File: config.mk
export PLATFORM = sky130hd
export DESIGN_NAME = pipelined_cla_adder
export DESIGN_NICKNAME = d
export VERILOG_FILES = /design/src/rtl/cla_pkg.sv /design/src/rtl/cla_segment.sv /design/src/rtl/pipelined_cla_adder.sv
export SDC_FILE = /design/constraint.sdc
export NUM_CORES = 1
export LEC_CHECK = 0
export CORE_UTILIZATION = 43
export DETAILED_ROUTE_END_ITERATION = 8
export PLACE_DENSITY = 0.66
export SLEW_MARGIN = 5
export SYNTH_ARGS = -nofsm -noshare
export SYNTH_HDL_FRONTEND = slang
export SYNTH_SLANG_ARGS = --single-unit
export TNS_END_PERCENT = 1
File: constraint.sdc
create_clock -name clk -period 2.69 [get_ports clk]
set_clock_uncertainty 0.15 [all_clocks]
set_input_delay 0.538 -clock clk [delete_from_list [all_inputs] [get_ports clk]]
set_output_delay 0.538 -clock clk [all_outputs]
set_load 0.01 [all_outputs]
File: src/rtl/cla_pkg.sv
`default_nettype none
// ============================================================================
// Module   : cla_pkg
// Brief    : Shared defaults and sizing helpers for the pipelined CLA adder.
// Revision : 1.0 - initial release
// ============================================================================
package cla_pkg;

    localparam int unsigned c_def_width  = 64;
    localparam int unsigned c_def_stages = 4;
    localparam int unsigned c_def_block  = 4;

    // Width of the single-bit stage-record fields (valid, carry, ovf).
    localparam int unsigned c_flag_w     = 1;

    function automatic int unsigned seg_w(input int unsigned width, input int unsigned stages);
        return width / stages;
    endfunction

endpackage
`default_nettype wire

File: src/rtl/cla_segment.sv
`default_nettype none
// ============================================================================
// Module   : cla_segment
// Brief    : Combinational grouped carry-lookahead adder for one segment.
// Revision : 1.0 - initial release
// ============================================================================
module cla_segment #(
    parameter int unsigned SEG   = 16,
    parameter int unsigned BLOCK = 4
) (
    input  logic [SEG-1:0] a,
    input  logic [SEG-1:0] b,
    input  logic           ci,
    output logic [SEG-1:0] s,
    output logic           co,
    output logic           c_msb
);

    localparam int unsigned c_ngrp = SEG / BLOCK;

    if ((SEG % BLOCK) != 0) begin : g_param_check
        $error("cla_segment: SEG must be a multiple of BLOCK");
    end

    logic [SEG-1:0]    w_gen;
    logic [SEG-1:0]    w_prop;
    logic [SEG-1:0]    w_carry;
    logic [c_ngrp-1:0] w_grp_g;
    logic [c_ngrp-1:0] w_grp_p;
    logic [c_ngrp:0]   w_grp_c;

    assign w_gen  = a & b;
    assign w_prop = a ^ b;

    always_comb begin : p_group_gp
        logic w_term;
        logic w_acc;
        for (int j = 0; j < c_ngrp; j++) begin
            w_grp_p[j] = &w_prop[j*BLOCK +: BLOCK];
            w_acc = 1'b0;
            for (int i = 0; i < BLOCK; i++) begin
                w_term = w_gen[j*BLOCK+i];
                for (int m = i + 1; m < BLOCK; m++) begin
                    w_term = w_term & w_prop[j*BLOCK+m];
                end
                w_acc = w_acc | w_term;
            end
            w_grp_g[j] = w_acc;
        end
    end

    // Every group carry is a flat sum of products of group G/P and ci.
    always_comb begin : p_group_carry
        logic w_term;
        logic w_acc;
        for (int j = 0; j <= c_ngrp; j++) begin
            w_term = ci;
            for (int i = 0; i < j; i++) begin
                w_term = w_term & w_grp_p[i];
            end
            w_acc = w_term;
            for (int i = 0; i < j; i++) begin
                w_term = w_grp_g[i];
                for (int m = i + 1; m < j; m++) begin
                    w_term = w_term & w_grp_p[m];
                end
                w_acc = w_acc | w_term;
            end
            w_grp_c[j] = w_acc;
        end
    end

    always_comb begin : p_bit_carry
        logic w_term;
        logic w_acc;
        for (int j = 0; j < c_ngrp; j++) begin
            for (int i = 0; i < BLOCK; i++) begin
                w_term = w_grp_c[j];
                for (int m = 0; m < i; m++) begin
                    w_term = w_term & w_prop[j*BLOCK+m];
                end
                w_acc = w_term;
                for (int k = 0; k < i; k++) begin
                    w_term = w_gen[j*BLOCK+k];
                    for (int m = k + 1; m < i; m++) begin
                        w_term = w_term & w_prop[j*BLOCK+m];
                    end
                    w_acc = w_acc | w_term;
                end
                w_carry[j*BLOCK+i] = w_acc;
            end
        end
    end

    assign s     = w_prop ^ w_carry;
    assign co    = w_grp_c[c_ngrp];
    assign c_msb = w_carry[SEG-1];

endmodule
`default_nettype wire

File: src/rtl/pipelined_cla_adder.sv
`default_nettype none
// ============================================================================
// Module   : pipelined_cla_adder
// Brief    : STAGES-deep pipelined CLA add/subtract with valid/ready on both sides.
// Revision : 1.0 - initial release
// ============================================================================
module pipelined_cla_adder
    import cla_pkg::*;
#(
    parameter int unsigned WIDTH  = c_def_width,
    parameter int unsigned STAGES = c_def_stages,
    parameter int unsigned BLOCK  = c_def_block
) (
    input  logic             clk,
    input  logic             rst_n,
    input  logic             in_valid,
    output logic             in_ready,
    input  logic [WIDTH-1:0] sayi1,
    input  logic [WIDTH-1:0] sayi2,
    input  logic             cin,
    input  logic             sub,
    output logic             out_valid,
    input  logic             out_ready,
    output logic [WIDTH-1:0] toplam,
    output logic             cout,
    output logic             ovf
);

    localparam int unsigned c_seg  = seg_w(WIDTH, STAGES);
    localparam int unsigned c_nops = (STAGES > 1) ? STAGES - 1 : 1;

    if (((WIDTH % STAGES) != 0) || ((c_seg % BLOCK) != 0)) begin : g_param_check
        $error("pipelined_cla_adder: WIDTH%%STAGES and SEG%%BLOCK must both be zero");
    end

    // Stage k keeps the finished low sum, its carry, and the operands still to be added.
    logic [STAGES-1:0]   r_valid;
    logic [WIDTH-1:0]    r_sum   [STAGES];
    logic                r_carry [STAGES];
    logic [WIDTH-1:0]    r_op_a  [c_nops];
    logic [WIDTH-1:0]    r_op_b  [c_nops];
    logic [c_flag_w-1:0] r_ovf;

    logic             w_en;
    logic [WIDTH-1:0] w_b_eff;
    logic             w_cin_eff;
    logic [c_seg-1:0] w_seg_a  [STAGES];
    logic [c_seg-1:0] w_seg_b  [STAGES];
    logic [c_seg-1:0] w_seg_s  [STAGES];
    logic             w_seg_ci [STAGES];
    logic             w_seg_co [STAGES];
    logic             w_seg_cm [STAGES];
    logic [WIDTH-1:0] w_sum_nxt [STAGES];

    assign w_en      = out_ready | ~r_valid[STAGES-1];
    assign in_ready  = rst_n & w_en;
    assign w_b_eff   = sub ? ~sayi2 : sayi2;
    assign w_cin_eff = sub | cin;

    for (genvar k = 0; k < STAGES; k++) begin : g_stage
        if (k == 0) begin : g_first
            assign w_seg_a[k]  = sayi1[c_seg-1:0];
            assign w_seg_b[k]  = w_b_eff[c_seg-1:0];
            assign w_seg_ci[k] = w_cin_eff;
        end else begin : g_next
            assign w_seg_a[k]  = r_op_a[k-1][k*c_seg +: c_seg];
            assign w_seg_b[k]  = r_op_b[k-1][k*c_seg +: c_seg];
            assign w_seg_ci[k] = r_carry[k-1];
        end

        cla_segment #(
            .SEG   (c_seg),
            .BLOCK (BLOCK)
        ) u_seg (
            .a     (w_seg_a[k]),
            .b     (w_seg_b[k]),
            .ci    (w_seg_ci[k]),
            .s     (w_seg_s[k]),
            .co    (w_seg_co[k]),
            .c_msb (w_seg_cm[k])
        );
    end

    always_comb begin
        w_sum_nxt[0]            = '0;
        w_sum_nxt[0][c_seg-1:0] = w_seg_s[0];
        for (int k = 1; k < STAGES; k++) begin
            w_sum_nxt[k]                    = r_sum[k-1];
            w_sum_nxt[k][k*c_seg +: c_seg]  = w_seg_s[k];
        end
    end

    always_ff @(posedge clk or negedge rst_n) begin
        if (!rst_n) begin
            r_valid <= '0;
            r_ovf   <= '0;
            for (int k = 0; k < STAGES; k++) begin
                r_sum[k]   <= '0;
                r_carry[k] <= 1'b0;
            end
            for (int k = 0; k < c_nops; k++) begin
                r_op_a[k] <= '0;
                r_op_b[k] <= '0;
            end
        end else if (w_en) begin
            // Whole pipeline shifts together; empty slots travel as valid=0 beats.
            r_valid[0] <= in_valid;
            for (int k = 1; k < STAGES; k++) begin
                r_valid[k] <= r_valid[k-1];
            end
            for (int k = 0; k < STAGES; k++) begin
                r_sum[k]   <= w_sum_nxt[k];
                r_carry[k] <= w_seg_co[k];
            end
            r_op_a[0] <= sayi1;
            r_op_b[0] <= w_b_eff;
            for (int k = 1; k < c_nops; k++) begin
                r_op_a[k] <= r_op_a[k-1];
                r_op_b[k] <= r_op_b[k-1];
            end
            r_ovf <= w_seg_cm[STAGES-1] ^ w_seg_co[STAGES-1];
        end
    end

    assign out_valid = r_valid[STAGES-1];
    assign toplam    = r_sum[STAGES-1];
    assign cout      = r_carry[STAGES-1];
    assign ovf       = r_ovf;

endmodule
`default_nettype wire

# Yosys cells after proc, flatten, opt, wreduce, memory -nomap -nowiden

Index checks and enable logic that the tools add are counted.

Mux-type cells: 1
Bitwise logic cells: 386
Reduce and logical (&&, ||, !) cells: 16

Operator list:

| operator            | number |
|---|---|
| OR 1 bit            | 186 |
| AND 1 bit           | 185 |
| XOR 16 bit          | 8 |
| AND 16 bit          | 4 |
| 2-to-1 mux 64 bit   | 1 |
| NOT 64 bit          | 1 |
| AND reduction 4 bit | 16 |
| NOT 1 bit           | 1 |
| XOR 1 bit           | 1 |

Flip-flop bits (word level): 553
Output and inout bits: 68
Word-level logic and storage cells: 419

# Longest topological paths before layout

Gate-level depths: netlist (run 1).

Depth after elaboration: 21
Depth in mapped cells: 15
Depth with buffers taken out: 13

# Modules after synthesis

Synthesis (run 1) repeated with hierarchy kept, for this count alone.

Cell total of the unflattened synthesis: 1233
Area, all modules: 17959.7 µm²

Modules (own cells, without submodules):

| module              | instances | cells an instance | area each (µm²) | seq. area each (µm²) |
|---|---|---|---|---|
| pipelined_cla_adder | 1         | 901               | 15212.1         | 9033.7 |
| cla_segment         | 4         | 83                | 686.9           | 0.0 |

# Least setup slack after synthesis (run 1)

No wires, ideal clock.

Path kind: in2reg
Start: in sub
End: reg r_sum[203] (netlist name)
Setup time: 0.133 ns
Arrival: 3.031 ns
Required time: 2.407 ns
Path slack: -0.624 ns
Stages on the path: 15
Buffers on the path: 2
Path through: buf_2 > buf_2 > xor2_1 > ha_1 > a21oi_1 > o21ai_1 > a31oi_2 > nor2_1 > or2_1 > ha_1 > o21a_1 > o21a_1 > nor2_1 > xor2_1 > o21ai_0

Cells in the longest elaborated chain, start to end: 18
Elaborated cells between the ends (all ways): 39
Those cells by class: 1 x mux; 36 x bitwise; 2 x reduce/logical

RTL lines:

| item                                     | RTL line                             | text |
|---|---|---|
| start, declared                          | pipelined_cla_adder.sv:21            | `input logic sub,` |
| 2-to-1 mux 64 bit                        | pipelined_cla_adder.sv:57            | `assign w_b_eff = sub ? ~sayi2 : sayi2;` |
| AND 16 bit or XOR 16 bit (tied branches) | cla_segment.sv:32, cla_segment.sv:33 |  |
| AND 1 bit (3 in series)                  | cla_segment.sv:44                    | `w_term = w_term & w_prop[j*BLOCK+m];` |
| OR 1 bit (3 in series)                   | cla_segment.sv:46                    | `w_acc = w_acc \| w_term;` |
| AND 1 bit                                | cla_segment.sv:65                    | `w_term = w_term & w_grp_p[m];` |
| OR 1 bit (2 in series)                   | cla_segment.sv:67                    | `w_acc = w_acc \| w_term;` |
| AND 1 bit (3 in series)                  | cla_segment.sv:80                    | `w_term = w_term & w_prop[j*BLOCK+m];` |
| OR 1 bit (3 in series)                   | cla_segment.sv:88                    | `w_acc = w_acc \| w_term;` |
| XOR 16 bit (*)                           | cla_segment.sv:95                    | `assign s = w_prop ^ w_carry;` |
| end signal, assigned by index            | pipelined_cla_adder.sv:112           | `r_sum[k] <= w_sum_nxt[k];` |
| end, declared                            | pipelined_cla_adder.sv:38            | `logic [WIDTH-1:0] r_sum [STAGES];` |

Every way passes the cells marked *; elsewhere a longest branch is shown, timed or not.
A chain may end at the register's enable or synchronous reset.

# Final worst setup path (run 1)

Start: reg r_op_a[50] (netlist name)
End: reg r_ovf, in the netlist ovf

Cells in the longest elaborated chain, start to end: 18
Elaborated cells between the ends (all ways): 32
Those cells by class: 31 x bitwise; 1 x reduce/logical

RTL lines:

| item                            | RTL line                   | text |
|---|---|---|
| start, declared                 | pipelined_cla_adder.sv:40  | `logic [WIDTH-1:0] r_op_a [c_nops];` |
| start signal, assigned by index | pipelined_cla_adder.sv:118 | `r_op_a[k] <= r_op_a[k-1];` |
| XOR 16 bit                      | cla_segment.sv:33          | `assign w_prop = a ^ b;` |
| AND 1 bit (2 in series)         | cla_segment.sv:44          |  |
| OR 1 bit (3 in series)          | cla_segment.sv:46          |  |
| AND 1 bit (2 in series)         | cla_segment.sv:65          |  |
| OR 1 bit (3 in series)          | cla_segment.sv:67          |  |
| AND 1 bit (3 in series)         | cla_segment.sv:80          |  |
| OR 1 bit (3 in series)          | cla_segment.sv:88          |  |
| XOR 1 bit (*)                   | pipelined_cla_adder.sv:121 | `r_ovf <= w_seg_cm[STAGES-1] ^ w_seg_co[STAGES-1];` |
| end signal, assigned            | pipelined_cla_adder.sv:121 |  |
| end, declared                   | pipelined_cla_adder.sv:42  | `logic [c_flag_w-1:0] r_ovf;` |

Marks and branches as above.

==> results of run 1 <==
## timing repair
item | in CTS | in global routing
pin swaps | 16 | 9
gates resized for setup | 13 | 18
hold buffers | 1 | 0
setup buffers | 5 | 1
endpoints found under the setup margin | 14 | 20
hold endpoints to repair | 22 | 0
## worst max path at each step
stage | start | end | slack, ns
after floorplan | sub | r_sum[203] | -0.52
after global placement | sayi2[7] | r_sum[207] | -0.74
after detailed placement | sayi2[7] | r_sum[207] | -0.83
after CTS | r_op_a[48] | ovf | -0.18
after global routing | r_op_a[50] | ovf | -0.36
final | r_op_a[50] | ovf | -0.20
## area by class of cell
type,instances,area (sq um),area share
clock inverters,14,251,0.0118
repair buffers,297,2900,0.136
inverters,25,93.8,0.00440
flip-flops and latches,361,9030,0.423
multi-input cells,1332,7230,0.339
well taps,518,648,0.0304
clock buffers,59,1170,0.0550
## state kept, by name, summed over array words and instances, names as in the netlist
| name | cells |
|---|---|
| r_op_a | 96 |
| r_valid | 4 |
| r_carry | 3 |
| r_op_b | 96 |
| ovf | 1 |
| cout | 1 |
| toplam | 64 |
| r_sum | 96 |
## where the power goes
| part | leakage, nW | total [W] | internal (W) | switching, W |
|---|---|---|---|---|
| logic | 5.36 | 0.00977 | 0.00465 | 0.00512 |
| registers | 4.36 | 0.00936 | 0.00788 | 0.00149 |
| clock network | 0.697 | 0.00591 | 0.00370 | 0.00221 |
## through the flow
stage	std cells	setup TNS [ns]	total power, W	worst slack, ns	utilization
floorplan	1870	-2.48	0.0157	-0.516	-
global route	2606	-2.06	0.0271	-0.364	0.548
CTS	2605	-0.450	0.0251	-0.179	0.546
global placement	2526	-6.63	0.0186	-0.743	0.506
detailed placement	2526	-7.38	0.0189	-0.834	0.506
finish	2606	-0.571	0.0250	-0.200	0.548
## routing by layer
metal / vias to the layer above / part of all wire
li1: 6265 / -
met1: 5971 / 0.50
met3: 51 / 0.038
met2: 212 / 0.44
met5: - / 0
met4: 0 / 0.019
## cell families after synthesis
group | Yosys count | synth area share
simple gates | 928 | 0.209
fa+ha+maj | 96 | 0.0774
flops | 361 | 0.529
xor+xnor | 97 | 0.0498
buf+inv | 177 | 0.0576
compound gates | 211 | 0.0770
## placed cells by master, fill, tap and decap left out, types with 3 or more instances in the layout
cell type,count
nand2_1,844
dfrtp_1,361
clkdlybuf4s50_1,199
buf_4,82
o21ai_0,81
ha_1,74
xnor2_1,58
clkbuf_16,41
xor2_1,39
nor2_1,39
o21a_1,35
a21oi_1,30
inv_1,24
nor3_1,19
fa_1,16
o31ai_1,14
buf_12,13
a21o_1,11
clkbuf_1,10
clkbuf_8,8
nand4_1,7
bufinv_16,7
ha_4,6
o21ai_1,5
o211ai_1,5
clkinv_2,5
a21oi_2,4
a211oi_1,3
a211oi_2,3
o21ai_2,3
nand3_1,3
## worst register-to-register path, cell delays in order, from the launching register on
cell and delay (ns):
dfrtp_1 0.41, ha_4 0.27, a21oi_4 0.15, nor2b_2 0.06, o31a_1 0.29, or3_4 0.40, ha_4 0.17, o211ai_1 0.18
nand2_2 0.12, buf_4 0.15, o211a_1 0.19, o21a_2 0.11, nor3_1 0.15
==> results.json, run 1 <==
{
  "status": "complete, but fails checks",
  "violations": "negative hold slack, negative setup slack",
  "ys_top_cells_by_count": "nand2_1 (846), dfrtp_1 (361), o21ai_0 (85)",
  "worstMarginPinSlew_ns": 0.984,
  "synth_cell_types": 50,
  "cp-start-kind": "flip-flop",
  "clock_tree.buffer_depth": 3,
  "synth.avg_cell_area_sq_um": 9.13,
  "setup_slack_ns": -0.200,
  "slowest_stage": "dfrtp_1",
  "r2r_cells": 12,
  "grt_pass1_wl_microns": 62300,
  "hold_class": "in -> async",
  "dp_hpwl_microns": 24700,
  "worstPathMaxFanout": 5,
  "grtUsageMet1": 0.270,
  "r2r_end": "ovf",
  "cts_tree": "done",
  "grt_pass1_vias": 12600,
  "busiest_layer": "met2",
  "grt_usage": 0.186,
  "rsz0062_at_grt": "true",
  "ys_ff_latch": 361,
  "areaGrowthSynthToFinish_pct": 25.0,
  "root_buffer": "clkbuf_16",
  "gp_congestion": 0.848,
  "worstPathCellList": "ha_4 -> a21oi_4 -> nor2b_2 -> o31a_1 -> or3_4 -> ha_4 -> o211ai_1 -> nand2_2 -> buf_4 -> o211a_1 -> o21a_2 -> nor3_1",
  "ys_seq_area_frac": 0.529,
  "cts_max_level": 2,
  "ys.flop_type": "dfrtp_1",
  "yosysMostFrequentCell": "nand2_1",
  "max-vdd-ir-drop_uv": 557,
  "die_area_sq_mm": 0.0405,
  "crit_path_max_incr_delay_ns": 0.41,
  "die_h_microns": 201,
  "nNetsFinal": 2288,
  "drc": 0,
  "fin_crit_sh": 1.07,
  "fillCellCount": 3542,
  "core_area_sq_mm": 0.0389,
  "numCtsBuffers": 41,
  "layout-drive-gt1-share": 0.0929,
  "design_area_sq_mm": 0.0213,
  "drt_pre_antenna_iters": 5,
  "syn_area_sq_mm": 0.0171,
  "numPortBuffers": 201,
  "initial_utilization": 0.439,
  "post-route-min-period_ns": 2.89,
  "grt_max_degree": 163,
  "die_w_microns": 201,
  "dpl_cell_area_sq_mm": 0.0197,
  "use_met3": 0.0308,
  "worstPathRequired_ns": 3.00,
  "critical_path.most_common_cell": "ha_4",
  "critPathBufInv": 1,
  "final_max_slew_viol_count": 0,
  "cp-end-kind": "flip-flop",
  "drt-wirelength-per-cell_microns": 14.0,
  "drtIter0Drc": 801,
  "r2r_slack_ns": -0.20,
  "insertion_delay_ns": 0.54,
  "hold_violations": 23,
  "vias": 12500,
  "synth_edf_count": 0,
  "detail-route-antenna-nets": 0,
  "worstSetupPathType": "reg -> reg",
  "crit_family": "compound AO/OA/AOI/OAI gates",
  "power_density_mw_per_mm2": 1170,
  "netlist_top_cells_area": "dfrtp_1 (53%), nand2_1 (19%), ha_1 (5.9%), xnor2_1 (3.0%), buf_4 (2.8%)",
  "maxCapViolCount": 0,
  "drt_wl_total_microns": 36600,
  "ys.warnings.count": 0,
  "syn-num-nets": 2100,
  "clk_pin_slew_ns": 0.06,
  "avgViaCountPerCell": 4.80,
  "clock.fmax_mhz": 346,
  "cts.sinks": 361,
  "num_rows": 72,
  "n_antenna_cell": 0,
  "yosys.area.top_type": "dfrtp_1",
  "arrival_ns": 3.20,
  "crit_cells": 12,
  "grt_antenna_before_repair": 0,
  "syn_inst": 1870,
  "fin_hold_ws_ns": -0.0600,
  "ios": 202,
  "r2r_start": "r_op_a[50]",
  "yosysTopAreaCellShare": 0.529,
  "finalSetupViolCount": 6,
  "use_met2": 0.289,
  "leakagePower_nw": 10.4,
  "grt_overflow": 0,
  "synth-async-reset-ratio": 1.00,
  "slew-limit-headroom": 0.344
}
(Power assumes the default switching activity.)
==> run 2, diff against run 1 <==
- GPL_ROUTABILITY_DRIVEN: unset -> 0
- SKIP_LAST_GASP: unset -> 1
==> results.json, run 2 (synthesis gave the netlist of run 1 again) <==
{
  "fillCellCount": 3553,
  "rsz0062_at_grt": "true",
  "num_rows": 72,
  "seq_area_sq_mm": 0.00903,
  "numPortBuffers": 201,
  "clk_pin_slew_ns": 0.06,
  "drt_wl_total_microns": 36500,
  "areaGrowthSynthToFinish_pct": 24.5,
  "startpoint": "r_op_b[50]",
  "root_buffer": "clkbuf_16",
  "grt_pass1_wl_microns": 62200,
  "status": "complete, but fails checks",
  "hold_violations": 23,
  "max-vdd-ir-drop_uv": 557,
  "worstPathMaxFanout": 5,
  "violations": "negative hold slack, negative setup slack",
  "slew-limit-headroom": 0.355,
  "initial_utilization": 0.439,
  "post-route-min-period_ns": 2.92,
  "numCtsBuffers": 41,
  "layout-drive-gt1-share": 0.0866,
  "r2r_start": "r_op_b[50]",
  "worstSetupPathType": "reg -> reg",
  "finalSetupViolCount": 12,
  "cp-start-kind": "flip-flop",
  "grt_overflow": 0,
  "drtIter0Drc": 806,
  "crit_path_max_incr_delay_ns": 0.42,
  "leakagePower_nw": 10.4,
  "fin_cells": 2607,
  "ios": 202,
  "worstMarginPinSlew_ns": 0.968,
  "largest_registers": "r_op_a (96), r_op_b (96), r_sum (96)",
  "die_area_sq_mm": 0.0405,
  "worstPathCellList": "ha_4 -> a21oi_4 -> nor2b_2 -> o31a_1 -> or3_4 -> ha_4 -> o211ai_1 -> nand2_2 -> buf_6 -> o211ai_1 -> o311ai_1 -> nor3_1",
  "highest_layer": "met4",
  "final_max_slew_viol_count": 0,
  "avgViaCountPerCell": 4.79,
  "drt-met1-wl_microns": 18100,
  "drc": 0,
  "dp_hpwl_microns": 24700,
  "multi_input_area_sq_mm": 0.00715,
  "cts_tree": "done",
  "finalPower_w": 0.0249,
  "drt-wirelength-per-cell_microns": 14.0,
  "arrival_ns": 3.22,
  "die_h_microns": 201,
  "die_w_microns": 201,
  "clock_tree.buffer_depth": 3,
  "maxCapViolCount": 0,
  "nNetsFinal": 2289,
  "fin_hold_ws_ns": -0.0519,
  "drt_pre_antenna_iters": 5,
  "grt_usage": 0.186,
  "worstPathRequired_ns": 3.00,
  "final_cell_mix": "nand2_1 (845), dfrtp_1 (361), clkdlybuf4s50_1 (199)",
  "place_inst": 2526,
  "grt_antenna_before_repair": 0,
  "clock.fmax_mhz": 343,
  "cts_max_level": 2,
  "grt_pass1_vias": 12600,
  "layout_commonest_cell": "nand2_1",
  "final_util": 0.546,
  "power_density_mw_per_mm2": 1170,
  "setup_slack_ns": -0.226,
  "slowest_stage": "or3_4",
  "fin_setup_tns_ns": -0.944,
  "n_antenna_cell": 0,
  "hold_class": "in -> async",
  "insertion_delay_ns": 0.54,
  "wl_met3_microns": 1360,
  "cts.sinks": 361,
  "cp-end-kind": "flip-flop",
  "core_area_sq_mm": 0.0389,
  "met2WireLength_microns": 16300,
  "vias": 12500,
  "fin_crit_sh": 1.08,
  "detail-route-antenna-nets": 0,
  "grt_max_degree": 163
}
[run 2: cell type report]
class	instances	share of cell area
Clock buffer	59	0.0552
Clock inverter	14	0.0118
Inverter	25	0.00441
Multi-Input combinational cell	1332	0.336
Sequential cell	361	0.425
Tap cell	518	0.0305
Timing Repair Buffer	298	0.137
[run 2: final timing paths]
path,end,slack [ns],cells past startpoint
setup / recovery,ovf,-0.23,12
hold / removal,r_sum[79],-0.05,2
setup reg to reg,ovf,-0.23,12
hold reg to reg,toplam[8],0.32,2
max in group asynchronous,r_sum[192],1.51,3
min in group clk,toplam[8],0.32,2
[run 2: critical path: cells and delay by family, from the launching register on]
| kind | cells | cell delay [ns] |
|---|---|---|
| AO/OA/AOI/OAI | 5 | 0.92 |
| AND/OR/NAND/NOR | 4 | 0.79 |
| adder cells (fa/ha/maj) | 2 | 0.44 |
| flip-flops | 1 | 0.41 |
| buffers and inverters | 1 | 0.14 |
[run 2: repair_timing]
action,in CTS,in global routing
buffers inserted,5,2
setup endpoints to repair,14,22
pin swaps,9,8
hold buffers,1,0
resized for setup,6,7
endpoints found under the hold margin,22,0
[run 2: power breakdown]
group          internal (W)  switching [W]
Clock               0.00370        0.00221
Sequential          0.00788        0.00147
Combinational       0.00459        0.00507
[run 2: metrics by stage]
step	setup slack [ns]	instance area [sq um]
2_1_floorplan	-0.516	17100
3_3_place_gp	-0.743	19700
3_5_place_dp	-0.834	19700
4_1_cts	-0.181	21200
5_1_grt	-0.407	21300
6_report	-0.226	21300
[run 2: metal layers]
layer / vias up / global-route usage
met4: 0 / 0.0501
met3: 52 / 0.0306
met5: - / 0
met1: 5961 / 0.270
li1: 6260 / -
met2: 213 / 0.288
